===== src/rtl/multicycle_control_fsm_if.sv =====
// Control bundle between the multicycle sequencer and the fetch/datapath side.
// master = sequencer, slave = memory/IR/datapath side.
interface multicycle_control_fsm_if #(parameter int OPW = 4);
  logic           run;
  logic [OPW-1:0] opcode;
  logic           mem_ack;
  logic           mem_req;
  logic           esc_ir;
  logic           esc_cp;
  logic           esc_cond_cp;
  logic           ula_a;
  logic [1:0]     ula_b;
  logic [OPW-1:0] ula_op;
  logic [1:0]     fonte_cp;
  logic           esc_reg;
  logic           instr_done;
  logic           fault;

  modport master (
    input  run, opcode, mem_ack,
    output mem_req, esc_ir, esc_cp, esc_cond_cp, ula_a, ula_b, ula_op,
           fonte_cp, esc_reg, instr_done, fault
  );

  modport slave (
    output run, opcode, mem_ack,
    input  mem_req, esc_ir, esc_cp, esc_cond_cp, ula_a, ula_b, ula_op,
           fonte_cp, esc_reg, instr_done, fault
  );
endinterface


===== src/rtl/multicycle_control_fsm.sv =====
// Multicycle control unit: fetch over req/ack, decode, then execute/writeback,
// branch or jump. Outputs decode the registered state; fetch completion follows mem_ack.
module multicycle_control_fsm #(
  parameter int             OPW     = 4,
  parameter logic [OPW-1:0] ALU_ADD = '0,
  parameter logic [OPW-1:0] ALU_SUB = OPW'(1),
  parameter int             TIMEOUT = 15
) (
  input logic clk,
  input logic rst_n,
  multicycle_control_fsm_if.master bus
);

  typedef enum logic [3:0] {
    IDLE, FETCH, DECODE, EXEC_R, EXEC_I, WB, BRANCH, JUMP, FAULT
  } state_t;

  state_t         state;
  logic [3:0]     cnt;
  logic           fault_q;
  logic [OPW-1:0] op_q;

  function automatic state_t dec_next(input logic [OPW-1:0] op);
    case (op)
      4'd0, 4'd1, 4'd3, 4'd4, 4'd5:         dec_next = EXEC_R;
      4'd2, 4'd6, 4'd7, 4'd8, 4'd9, 4'd10: dec_next = EXEC_I;
      4'd11:                                dec_next = JUMP;
      4'd12:                                dec_next = BRANCH;
      default:                              dec_next = FETCH;
    endcase
  endfunction

  function automatic logic is_imm(input logic [OPW-1:0] op);
    is_imm = (dec_next(op) == EXEC_I);
  endfunction

  function automatic logic is_illegal(input logic [OPW-1:0] op);
    is_illegal = (dec_next(op) == FETCH);
  endfunction

  always_ff @(posedge clk or negedge rst_n) begin
    if (!rst_n) begin
      state   <= IDLE;
      cnt     <= '0;
      fault_q <= 1'b0;
      op_q    <= '0;
    end else begin
      case (state)
        IDLE:   if (bus.run) state <= FETCH;
        FETCH: begin
          // ack wins even on the last allowed wait cycle
          if (bus.mem_ack) begin
            state <= DECODE;
            cnt   <= '0;
          end else if (cnt == 4'(TIMEOUT)) begin
            state   <= FAULT;
            fault_q <= 1'b1;
            cnt     <= '0;
          end else begin
            cnt <= cnt + 4'd1;
          end
        end
        DECODE: begin
          op_q  <= bus.opcode;
          state <= dec_next(bus.opcode);
          if (is_illegal(bus.opcode)) fault_q <= 1'b1;
        end
        EXEC_R, EXEC_I:   state <= WB;
        WB, BRANCH, JUMP: state <= FETCH;
        FAULT:            state <= FAULT;
        default:          state <= IDLE;
      endcase
    end
  end

  always_comb begin
    bus.mem_req     = 1'b0;
    bus.esc_ir      = 1'b0;
    bus.esc_cp      = 1'b0;
    bus.esc_cond_cp = 1'b0;
    bus.ula_a       = 1'b0;
    bus.ula_b       = 2'b00;
    bus.ula_op      = '0;
    bus.fonte_cp    = 2'b00;
    bus.esc_reg     = 1'b0;
    bus.instr_done  = 1'b0;
    bus.fault       = fault_q;
    case (state)
      FETCH: begin
        bus.mem_req = 1'b1;
        bus.ula_b   = 2'b01;
        bus.ula_op  = ALU_ADD;
        bus.esc_ir  = bus.mem_ack;
        bus.esc_cp  = bus.mem_ack;
      end
      DECODE: begin
        bus.ula_b      = 2'b11;
        bus.ula_op     = ALU_ADD;
        bus.instr_done = is_illegal(bus.opcode);
      end
      EXEC_R: begin
        bus.ula_a  = 1'b1;
        bus.ula_op = op_q;
      end
      EXEC_I: begin
        bus.ula_a  = 1'b1;
        bus.ula_b  = 2'b10;
        bus.ula_op = op_q;
      end
      WB: begin
        bus.ula_a      = 1'b1;
        bus.ula_b      = is_imm(op_q) ? 2'b10 : 2'b00;
        bus.ula_op     = op_q;
        bus.esc_reg    = 1'b1;
        bus.instr_done = 1'b1;
      end
      BRANCH: begin
        bus.ula_a       = 1'b1;
        bus.ula_op      = ALU_SUB;
        bus.esc_cond_cp = 1'b1;
        bus.fonte_cp    = 2'b01;
        bus.instr_done  = 1'b1;
      end
      JUMP: begin
        bus.esc_cp     = 1'b1;
        bus.fonte_cp   = 2'b10;
        bus.instr_done = 1'b1;
      end
      default: ;
    endcase
  end

endmodule

===== src/flat_wrapper.sv =====
// flat-port wrapper written by rule: the top's interface ports become plain ports
module multicycle_control_fsm_flat 
#(
  parameter int             OPW     = 4,
  parameter logic [OPW-1:0] ALU_ADD = '0,
  parameter logic [OPW-1:0] ALU_SUB = OPW'(1),
  parameter int             TIMEOUT = 15
)
  (clk, rst_n, bus_run, bus_opcode, bus_mem_ack, bus_mem_req, bus_esc_ir, bus_esc_cp, bus_esc_cond_cp, bus_ula_a, bus_ula_b, bus_ula_op, bus_fonte_cp, bus_esc_reg, bus_instr_done, bus_fault);
  multicycle_control_fsm_if #(.OPW(OPW)) bus_i ();
  input logic clk;
  input logic rst_n;
  input wire logic [$bits(bus_i.run)-1:0] bus_run;
  input wire logic [$bits(bus_i.opcode)-1:0] bus_opcode;
  input wire logic [$bits(bus_i.mem_ack)-1:0] bus_mem_ack;
  output wire logic [$bits(bus_i.mem_req)-1:0] bus_mem_req;
  output wire logic [$bits(bus_i.esc_ir)-1:0] bus_esc_ir;
  output wire logic [$bits(bus_i.esc_cp)-1:0] bus_esc_cp;
  output wire logic [$bits(bus_i.esc_cond_cp)-1:0] bus_esc_cond_cp;
  output wire logic [$bits(bus_i.ula_a)-1:0] bus_ula_a;
  output wire logic [$bits(bus_i.ula_b)-1:0] bus_ula_b;
  output wire logic [$bits(bus_i.ula_op)-1:0] bus_ula_op;
  output wire logic [$bits(bus_i.fonte_cp)-1:0] bus_fonte_cp;
  output wire logic [$bits(bus_i.esc_reg)-1:0] bus_esc_reg;
  output wire logic [$bits(bus_i.instr_done)-1:0] bus_instr_done;
  output wire logic [$bits(bus_i.fault)-1:0] bus_fault;
  assign bus_i.run = bus_run;
  assign bus_i.opcode = bus_opcode;
  assign bus_i.mem_ack = bus_mem_ack;
  assign bus_mem_req = bus_i.mem_req;
  assign bus_esc_ir = bus_i.esc_ir;
  assign bus_esc_cp = bus_i.esc_cp;
  assign bus_esc_cond_cp = bus_i.esc_cond_cp;
  assign bus_ula_a = bus_i.ula_a;
  assign bus_ula_b = bus_i.ula_b;
  assign bus_ula_op = bus_i.ula_op;
  assign bus_fonte_cp = bus_i.fonte_cp;
  assign bus_esc_reg = bus_i.esc_reg;
  assign bus_instr_done = bus_i.instr_done;
  assign bus_fault = bus_i.fault;
  multicycle_control_fsm #(.OPW(OPW), .ALU_ADD(ALU_ADD), .ALU_SUB(ALU_SUB), .TIMEOUT(TIMEOUT)) u_core (.clk(clk), .rst_n(rst_n), .bus(bus_i));
endmodule

===== config.mk =====
export PLATFORM = sky130hd
export DESIGN_NAME = multicycle_control_fsm_flat
export DESIGN_NICKNAME = d
export VERILOG_FILES = /design/src/rtl/multicycle_control_fsm_if.sv /design/src/rtl/multicycle_control_fsm.sv /design/src/flat_wrapper.sv
export SDC_FILE = /design/constraint.sdc
export NUM_CORES = 1
export LEC_CHECK = 0
export ABC_CLOCK_PERIOD_IN_PS = 3170
export CORE_MARGIN = 4
export CORE_UTILIZATION = 53
export CTS_BUF_LIST = sky130_fd_sc_hd__clkbuf_8
export DETAILED_ROUTE_END_ITERATION = 16
export PLACE_DENSITY = 0.95
export SYNTH_ARGS = -nofsm -noshare
export SYNTH_HDL_FRONTEND = slang
export SYNTH_SLANG_ARGS = --single-unit

===== constraint.sdc =====
create_clock -name clk -period 3.17 [get_ports clk]
set_input_delay 0.7925 -clock clk [delete_from_list [all_inputs] [get_ports clk]]
set_output_delay 0.7925 -clock clk [all_outputs]
set_load 0.005 [all_outputs]

==> reports/results.tsv, run 1 <==
metric	value	unit
fin_ws	0.0925	ns
hold_viol	0	
hold_class	register to register	
h-tree-depth	1	
syn_to_final_growth	35.2	%
synth_ff_type	dfrtp_1	
chipHeight	48.5	um
place.gp.congestion	0.859	
ys_seq_area_frac	0.374	
multi_input_area	487	um2
antenna_found_initial	0	
drive_gt1_frac	0.146	
syn_nets	111	
syn_avg_cell_area	8.54	um2
initial_utilization	0.571	
synth_top_area_frac	0.374	
async_reset_ff_frac	1.00	
vias	894	
post-route-period-util	0.971	
cts_repair_resize_count	0	
rsz0062_at_grt	no	
nFillCells	107	
clkSlewWorstSetupHoldPaths	0.06	ns
die-area	2360	um2
regArea	325	um2
grt_overflow	0	
grt_max_degree	14	
synth_edf_count	0	
placed_cells	142	
timing.max_cap.violations	0	
ir_worst_vdd	657	uV
cts_made_buffers	3	
syn_inst	102	
critPathBufInv	2	
post_drt_wl_per_cell	16.5	um
route.detailed.drc	0	
fin_cells	146	
fin_setup_tns	0	ns
combPwrFrac	0.530	
place_ws	0.0766	ns
power_density	857	nW/um2
cts_tree	done	
synth_seq_cells	13	
n_antenna_cell	0	
critPathTopFamily	buffers and inverters	
clockPowerShare	0.149	
setup_viol	0	
coreArea	1520	um2
critPathArrivalTime	2.29	ns
p_int	611	uW
dpl.hpwl	1.82	mm
clock_latency	0.25	ns
max_stage_delay	0.53	ns
power_frac_seq	0.321	
finalClockSkew	0.00207	ns
max-clock-path-buffers	2	
fin_nets	140	
ios	24	
finalWirelength	2.41	mm
setup.worst_path.end_class	primary output	
synth_commonest_cells	nand2_1 (14), dfrtp_1 (13), nor2_1 (8), nand2b_1 (6), nand3_1 (5)	
utilization	0.773	
cts-root-buf	clkbuf_8	
ant_nets	0	
max_slew.worst_pin.slew	0.597	ns
fin_crit	3.08	ns
cp-start-kind	input port	
worstPathCellList	clkdlybuf4s50_1 > o211ai_1 > nor2_1 > nor2_1 > nor3_1 > clkdlybuf4s50_1	
drt_iter0_drc	42	
synth_area_leaders	dfrtp_1 (37%), nand2_1 (6.0%), mux2_2 (5.2%), nand2b_1 (4.3%), nor2_1 (3.4%)	
dieWidth	48.5	um
power	1010	uW
p_sw_frac	0.395	
drv_slew	0	
p_sw	398	uW
crit_type	input port to primary output	
crit_path_max_fanout	5	
leakage	0.000513	uW
fmax	325	MHz
grt_use_total	0.215	
rows	14	
drt-vias-per-instance	6.12	
worstPathRequired	2.38	ns
syn_area	871	um2
io_buffers	23	
relSlewSlack	0.601	
synth-warning-count	0	
cts.sinks	13	
cts_setup_buffers	0	
firstDrtPassIters	4	
ys_types	39	
grt_pass1_wl	4.07	mm
yosys.cell_count.top_type	nand2_1	
grt_pass1_vias	861	
outcome	completed	
cp_slowest_cell	clkdlybuf4s50_1	
ctsHoldBuffers	0	
yosysTopAreaCell	dfrtp_1	
-- state kept, by name (all words and copies together), names as in the netlist --
signal and cells:
u_core.bus.fault 1, u_core.cnt 4, u_core.op_q 4, u_core.state 4
-- cell type report --
cell class              count  share of cell area
repair buffers             29               0.234
flip-flops and latches     13               0.276
multi-input cells          79               0.413
inverters                   5              0.0202
well taps                  16              0.0170
clock inverters             1             0.00425
clock buffers               3              0.0351
-- stage by stage --
stage / cell area [um2] / hold slack, ns
3_3_place_gp: 1130 / 0.455
2_1_floorplan: 871 / 0.463
6_report: 1180 / 0.475
3_5_place_dp: 1130 / 0.460
5_1_grt: 1180 / 0.519
4_1_cts: 1180 / 0.477
-- power by group through the flow --
| stage | logic [uW] | registers [uW] | clock network, uW |
|---|---|---|---|
| floorplan | 350 | 268 | 0 |
| global placement | 507 | 315 | 0 |
| detailed placement | 534 | 322 | 0 |
| CTS | 539 | 321 | 151 |
| global route | 593 | 335 | 163 |
| finish | 535 | 324 | 150 |
-- per-layer routing --
layer / up-vias / part of all wire / GRT usage
li1: 416 / - / -
met1: 417 / 0.41 / 0.285
met2: 53 / 0.49 / 0.333
met3: 8 / 0.085 / 0.0521
met4: 0 / 0.016 / 0.0852
met5: - / 0 / 0
-- cell usage in the layout (no fill, tap or decap), drive strengths merged --
| cell type | count |
|---|---|
| nand2b | 6 |
| nand4 | 1 |
| nor3 | 6 |
| mux2 | 4 |
| nand2 | 15 |
| o311ai | 1 |
| nor4 | 1 |
| mux2i | 1 |
| or2 | 1 |
| o211ai | 4 |
| a21o | 1 |
| a21oi | 3 |
| and3 | 1 |
| inv | 4 |
| xor2 | 1 |
| ha | 1 |
| nand3 | 5 |
| nand3b | 1 |
| and2 | 3 |
| or4b | 1 |
| a31oi | 1 |
| nor3b | 1 |
| buf | 6 |
| nor2 | 8 |
| xnor2 | 1 |
| a2bb2oi | 1 |
| o21ai | 6 |
| nor2b | 1 |
| clkbuf | 3 |
| dfrtp | 13 |
| o32ai | 1 |
| a31o | 1 |
| clkdlybuf4s50 | 23 |
| a21boi | 1 |
| clkinv | 2 |
-- worst paths after layout --
kind / start / endpoint / slack, ns / cells after the start
max: bus_opcode[0] / bus_instr_done / 0.09 / 6
min: u_core.bus.fault / u_core.bus.fault / 0.48 / 1
max reg2reg: u_core.state[1] / u_core.cnt[3] / 1.53 / 5
min reg2reg: u_core.bus.fault / u_core.bus.fault / 0.48 / 1
max in group asynchronous: rst_n / u_core.op_q[1] / 1.86 / 1
min in group asynchronous: rst_n / u_core.cnt[3] / 0.92 / 1
-- logic make-up (layout without fill, tap and decap cells) --
| group | Yosys count | in the layout | share of synthesized area |
|---|---|---|---|
| xor+xnor | 2 | 2 | 0.0201 |
| compound gates | 20 | 20 | 0.151 |
| mux | 5 | 5 | 0.0632 |
| buf+inv | 10 | 38 | 0.0675 |
| flops | 13 | 13 | 0.374 |
| simple gates | 51 | 51 | 0.310 |
| fa+ha+maj | 1 | 1 | 0.0144 |
Note: power is estimated with default switching activity, not from simulation.
==> inputs of run 2 (changes only) <==
ABC_CLOCK_PERIOD_IN_PS = 2800   (was 3170)
CORE_UTILIZATION = 44   (was 53)
PLACE_DENSITY = 0.87   (was 0.95)
SKIP_CTS_REPAIR_TIMING = 1   (was default)
clock period = 2.8 ns   (was 3.17 ns; I/O delays follow)
==> run 2 against run 1 <==
  * Worst hold slack got worse by 0.0059 ns
  * Global-route usage decreased by 4.1 points
  * Via count decreased by 7.2%
  * Power increased by 14%
  * Flip-flop and latch count unchanged
  * Sequential power increased by 3%
  * Sequential share of layout area decreased by 1.1 points
  * Clock skew increased by 0.0052 ns
  * Final cell count increased by 9.6%
  * First-iteration DRC count decreased by 76%
==> reports/results.tsv, run 2 (same netlist as run 1, synthesis figures left out) <==
metric	value	unit	change
placed_cell_area	1170	um2	+3.7%
crit_path_max_fanout	7		+2
max-clock-path-buffers	2		unchanged
hold_end	u_core.bus.fault		
multi_input_area	487	um2	unchanged
clock_latency	0.25	ns	about the same
grt_pass1_vias	797		-7.4%
cts_tree	done		
power_density	934	nW/um2	+9.0%
firstDrtPassIters	4		unchanged
final_cell_mix	clkdlybuf4s50_1 (21), nand2_1 (14), dfrtp_1 (12), buf_4 (11), nor2_1 (8)		
hold_slack	0.469	ns	-0.00593 ns
grt_max_degree	14		unchanged
gr-usage-met1	0.229		-0.0563
vias	830		-7.2%
ir_worst_vdd	536	uV	-18%
fmax	375	MHz	
drt-vias-per-instance	5.19		-15%
rsz0062_at_grt	no		
cp-start-kind	register		
initial_utilization	0.483		-0.0881
clockPowerShare	0.147		-0.002
cts_made_buffers	3		unchanged
hold_viol	0		unchanged
drive_gt1_frac	0.185		+0.0390
grt_overflow	0		unchanged
reg2reg_slack	1.19	ns	-0.34 ns
n_antenna_cell	0		unchanged
coreArea	1800	um2	+18%
critPathArrivalTime	1.97	ns	-0.32 ns
finalWirelength	2.13	mm	-11%
grt_pass1_wl	3.50	mm	-14%
post-route-period-util	0.952		
timing.max_cap.violations	0		unchanged
dieWidth	52.5	um	+8.1%
rr_startpoint	u_core.state[0]		
use_met2	0.277		-0.0557
p_sw_frac	0.378		-0.0166
rows	15		+1
worstPathRequired	2.10	ns	-0.28 ns
reg2reg_depth	5		unchanged
max_slew.worst_pin.slew	0.584	ns	-0.0124 ns
p_int	716	uW	+17%
drt_iter0_drc	10		-76%
chipHeight	52.5	um	+8.1%
largestRegisters	u_core.cnt: 4 flops, u_core.op_q: 4 flops, u_core.state: 4 flops		
syn_to_final_growth	41.5	%	
fin_ws	0.134	ns	+0.0414 ns
outcome	completed		
antenna_found_initial	0		unchanged
clkSlewWorstSetupHoldPaths	0.06	ns	about the same
regArea	327	um2	+0.38%
dpl.hpwl	1.63	mm	-10%
finalClockSkew	0.00729	ns	+0.00523 ns
hold_class	register to register		
h-tree-depth	1		unchanged
io_buffers	23		unchanged
place.gp.congestion	0.787		-8.4%
nFillCells	146		+36%
relSlewSlack	0.609		+0.00833
route.detailed.drc	0		unchanged
cts-root-buf	clkbuf_8		
whs_path_depth	1		unchanged
cts.sinks	13		unchanged
fin_crit	2.67	ns	
fin_setup_tns	0	ns	unchanged
layout_commonest_cell	clkdlybuf4s50_1		
drv_slew	0		unchanged
ant_nets	0		unchanged
die-area	2750	um2	+17%
ios	24		unchanged
utilization	0.684		-0.0886
leakage	0.000566	uW	+10%
setup_viol	0		unchanged
gr-usage-met3	0.0256		-0.0265
fin_nets	145		+3.6%
final_area	1230	um2	+4.7%
holdCritStartpoint	u_core.bus.fault		
setup.worst_path.end_class	primary output		
p_sw	435	uW	+9.2%
post_drt_wl_per_cell	13.3	um	-19%
place_ws	-0.0489	ns	-0.126 ns
grt_busiest_layer	met2		
power_frac_seq	0.290		-0.031
combPwrFrac	0.563		+0.033
crit_type	register to primary output		
grt_use_total	0.173		-0.0414
r2r-end	u_core.op_q[2]		
==> run 2: changes by cell type in the layout (fill, tap and decap cells not counted) <==
cell and change:
buf_4 +5, clkdlybuf4s50_1 -2, dlymetal6s2s_1 +2, dfrtp_1 -1, dfrtp_2 +1
==> run 2: worst max path at each step <==
stage | from | end | slack, ns | depth (start not counted)
floorplan | u_core.state[1] | bus_esc_cp | 0.80 | 5
global placement | bus_opcode[0] | bus_instr_done | -0.06 | 6
detailed placement | bus_opcode[1] | bus_instr_done | -0.05 | 6
CTS | bus_opcode[1] | bus_instr_done | -0.05 | 6
global route | u_core.state[1] | bus_ula_op[3] | 0.02 | 6
finish | u_core.state[1] | bus_esc_ir | 0.13 | 5
==> run 2: routing by layer <==
layer,share of wire,vias up
met3,0.039,2
met4,0.010,0
met2,0.49,25
met5,0,-
met1,0.46,380
li1,-,423
==> run 2: area by class of cell <==
type | instances | area share
Inverter | 5 | 0.0193
Multi-Input combinational cell | 79 | 0.395
Sequential cell | 13 | 0.265
Timing Repair Buffer | 34 | 0.258
Clock inverter | 1 | 0.00406
Clock buffer | 3 | 0.0335
Tap cell | 25 | 0.0254
==> run 2: power by group through the flow <==
stage	combinational [uW]	clock, uW	sequential, uW
4_1_cts	639	174	338
5_1_grt	718	185	345
3_5_place_dp	634	0	341
2_1_floorplan	396	0	304
3_3_place_gp	618	0	333
6_report	648	170	333
==> run 2: through the flow <==
| step | cells | total power (uW) |
|---|---|---|
| 2_1_floorplan | 102 | 700 |
| 3_3_place_gp | 155 | 951 |
| 3_5_place_dp | 155 | 975 |
| 4_1_cts | 159 | 1150 |
| 5_1_grt | 160 | 1250 |
| 6_report | 160 | 1150 |
==> run 2: critical path, cell delays in order, from the launching register on <==
cell             delay, ns
dfrtp_1               0.38
or4b_4                0.59
clkinv_4              0.10
nand2_1               0.09
inv_1                 0.06
clkdlybuf4s50_1       0.50
==> inputs of run 3 (changes only) <==
CORE_MARGIN = default   (was 4)
==> run 3 against run 2 <==
  * Clock power barely moved
  * Largest cell class unchanged
  * Critical endpoint unchanged
  * Die area down 22%
  * Global-route usage grew 5.4 points
==> reports/results.tsv, run 3 (same netlist as run 1, synthesis figures left out) <==
metric	value	unit	change
outcome	completed		
crit_path_max_fanout	9		+2
firstDrtPassIters	4		unchanged
crit_path_start	u_core.state[0]		
final_cell_mix	clkdlybuf4s50_1 (21), nand2_1 (14), dfrtp_1 (12), buf_4 (9), nor2_1 (8)		
setup_viol	0		unchanged
clkSlewWorstSetupHoldPaths	0.06	ns	about the same
holdCritStartpoint	u_core.bus.fault		
vias	878		+5.8%
largestRegisters	u_core.cnt: 4 flops, u_core.op_q: 4 flops, u_core.state: 4 flops		
chipHeight	46.5	um	-11%
leakage	0.000557	uW	-1.6%
post-route-period-util	0.962		+0.00944
timing.max_cap.violations	0		unchanged
power_frac_seq	0.300		+0.010
n_antenna_cell	0		unchanged
ant_nets	0		unchanged
grt_max_degree	14		unchanged
reg2reg_depth	4		-1
worstPathRequired	2.10	ns	about the same
grt_use_total	0.227		+0.0535
drt_iter0_drc	19		+9
drt-vias-per-instance	5.56		+7.1%
hold_slack	0.484	ns	+0.0146 ns
coreArea	1780	um2	-1.0%
combPwrFrac	0.552		-0.011
hold_viol	0		unchanged
grt_pass1_vias	767		-3.8%
h-tree-depth	1		unchanged
ir_worst_vdd	491	uV	-8.3%
p_sw	438	uW	+0.53%
drive_gt1_frac	0.173		-0.0123
finalWirelength	2.09	mm	-2.0%
cts-root-buf	clkbuf_8		
cts_made_buffers	3		unchanged
route.detailed.drc	0		unchanged
power_density	940	nW/um2	+0.64%
setup.worst_path.end_class	primary output		
cts.sinks	13		unchanged
p_sw_frac	0.382		+0.00428
die-area	2160	um2	-22%
dpl.hpwl	1.60	mm	-2.2%
place.gp.congestion	0.878		+12%
utilization	0.683		-0.00122
critPathArrivalTime	1.99	ns	+0.02 ns
dieWidth	46.5	um	-11%
rsz0062_at_grt	no		
clock_latency	0.25	ns	about the same
grt_pass1_wl	3.35	mm	-4.3%
fin_nets	143		-1.4%
fmax	371	MHz	-0.98%
fin_ws	0.107	ns	-0.0264 ns
finalClockSkew	0.00843	ns	+0.00114 ns
rr_startpoint	u_core.state[0]		
rows	15		unchanged
whs_path_depth	1		unchanged
p_int	707	uW	-1.3%
initial_utilization	0.488		+0.00509
max_slew.worst_pin.slew	0.575	ns	-0.00945 ns
ios	24		unchanged
crit_type	register to primary output		
place_ws	-0.0768	ns	-0.0279 ns
clockPowerShare	0.148		about the same
io_buffers	23		unchanged
hold_class	register to register		
drv_slew	0		unchanged
fin_crit	2.69	ns	+0.0264 ns
grt_overflow	0		unchanged
layout_commonest_cell	clkdlybuf4s50_1		
relSlewSlack	0.615		+0.00632
max-clock-path-buffers	2		unchanged
antenna_found_initial	0		unchanged
post_drt_wl_per_cell	13.2	um	-0.73%
cts_tree	done		
fin_setup_tns	0	ns	unchanged
syn_to_final_growth	39.8	%	
power	1140	uW	-0.59%
cp-start-kind	register		
-- run 3: cell count changes in the layout (fill, tap and decap cells not counted), sizes merged --
| cell | delta |
|---|---|
| buf | -2 |
-- run 3: cell type report --
cell class	count	area [um2]
clock inverters	1	5.00
multi-input cells	79	487
well taps	25	31.3
clock buffers	3	41.3
inverters	5	23.8
flip-flops and latches	13	327
fillers	137	566
repair buffers	32	303
-- run 3: worst max-delay path: stages (launching register included) --
cell and delay, ns:
dfrtp_2 0.43, or4b_4 0.54, clkinv_4 0.10, nand2_1 0.11
inv_1 0.07, clkdlybuf4s50_1 0.49
-- run 3: path summary, 6_finish.rpt --
path / end / slack, ns
max reg2reg: u_core.op_q[2] / 1.33
min in group asynchronous: u_core.cnt[0] / 0.81
min: u_core.bus.fault / 0.48
max: bus_esc_ir / 0.11
min reg2reg: u_core.bus.fault / 0.48
max in group asynchronous: u_core.state[0] / 1.56
-- run 3: power by group through the flow --
stage	Sequential, uW	Clock (uW)	Combinational, uW
after detailed placement	339	0	632
final	343	170	632
after global routing	350	182	706
after global placement	334	0	614
after CTS	335	169	639
after floorplan	304	0	396
-- run 3: routing by layer --
metal | routed length, um | up-vias | GRT usage
met4 | 60 | 0 | 0.129
met3 | 63 | 9 | 0.0392
met5 | 0 | - | 0
li1 | - | 421 | -
met2 | 1030 | 30 | 0.356
met1 | 939 | 418 | 0.290
-- run 3: per-stage QoR --
stage	instances	cell area, um2
2_1_floorplan	102	871
3_3_place_gp	154	1160
3_5_place_dp	154	1160
4_1_cts	158	1210
5_1_grt	158	1220
6_report	158	1220
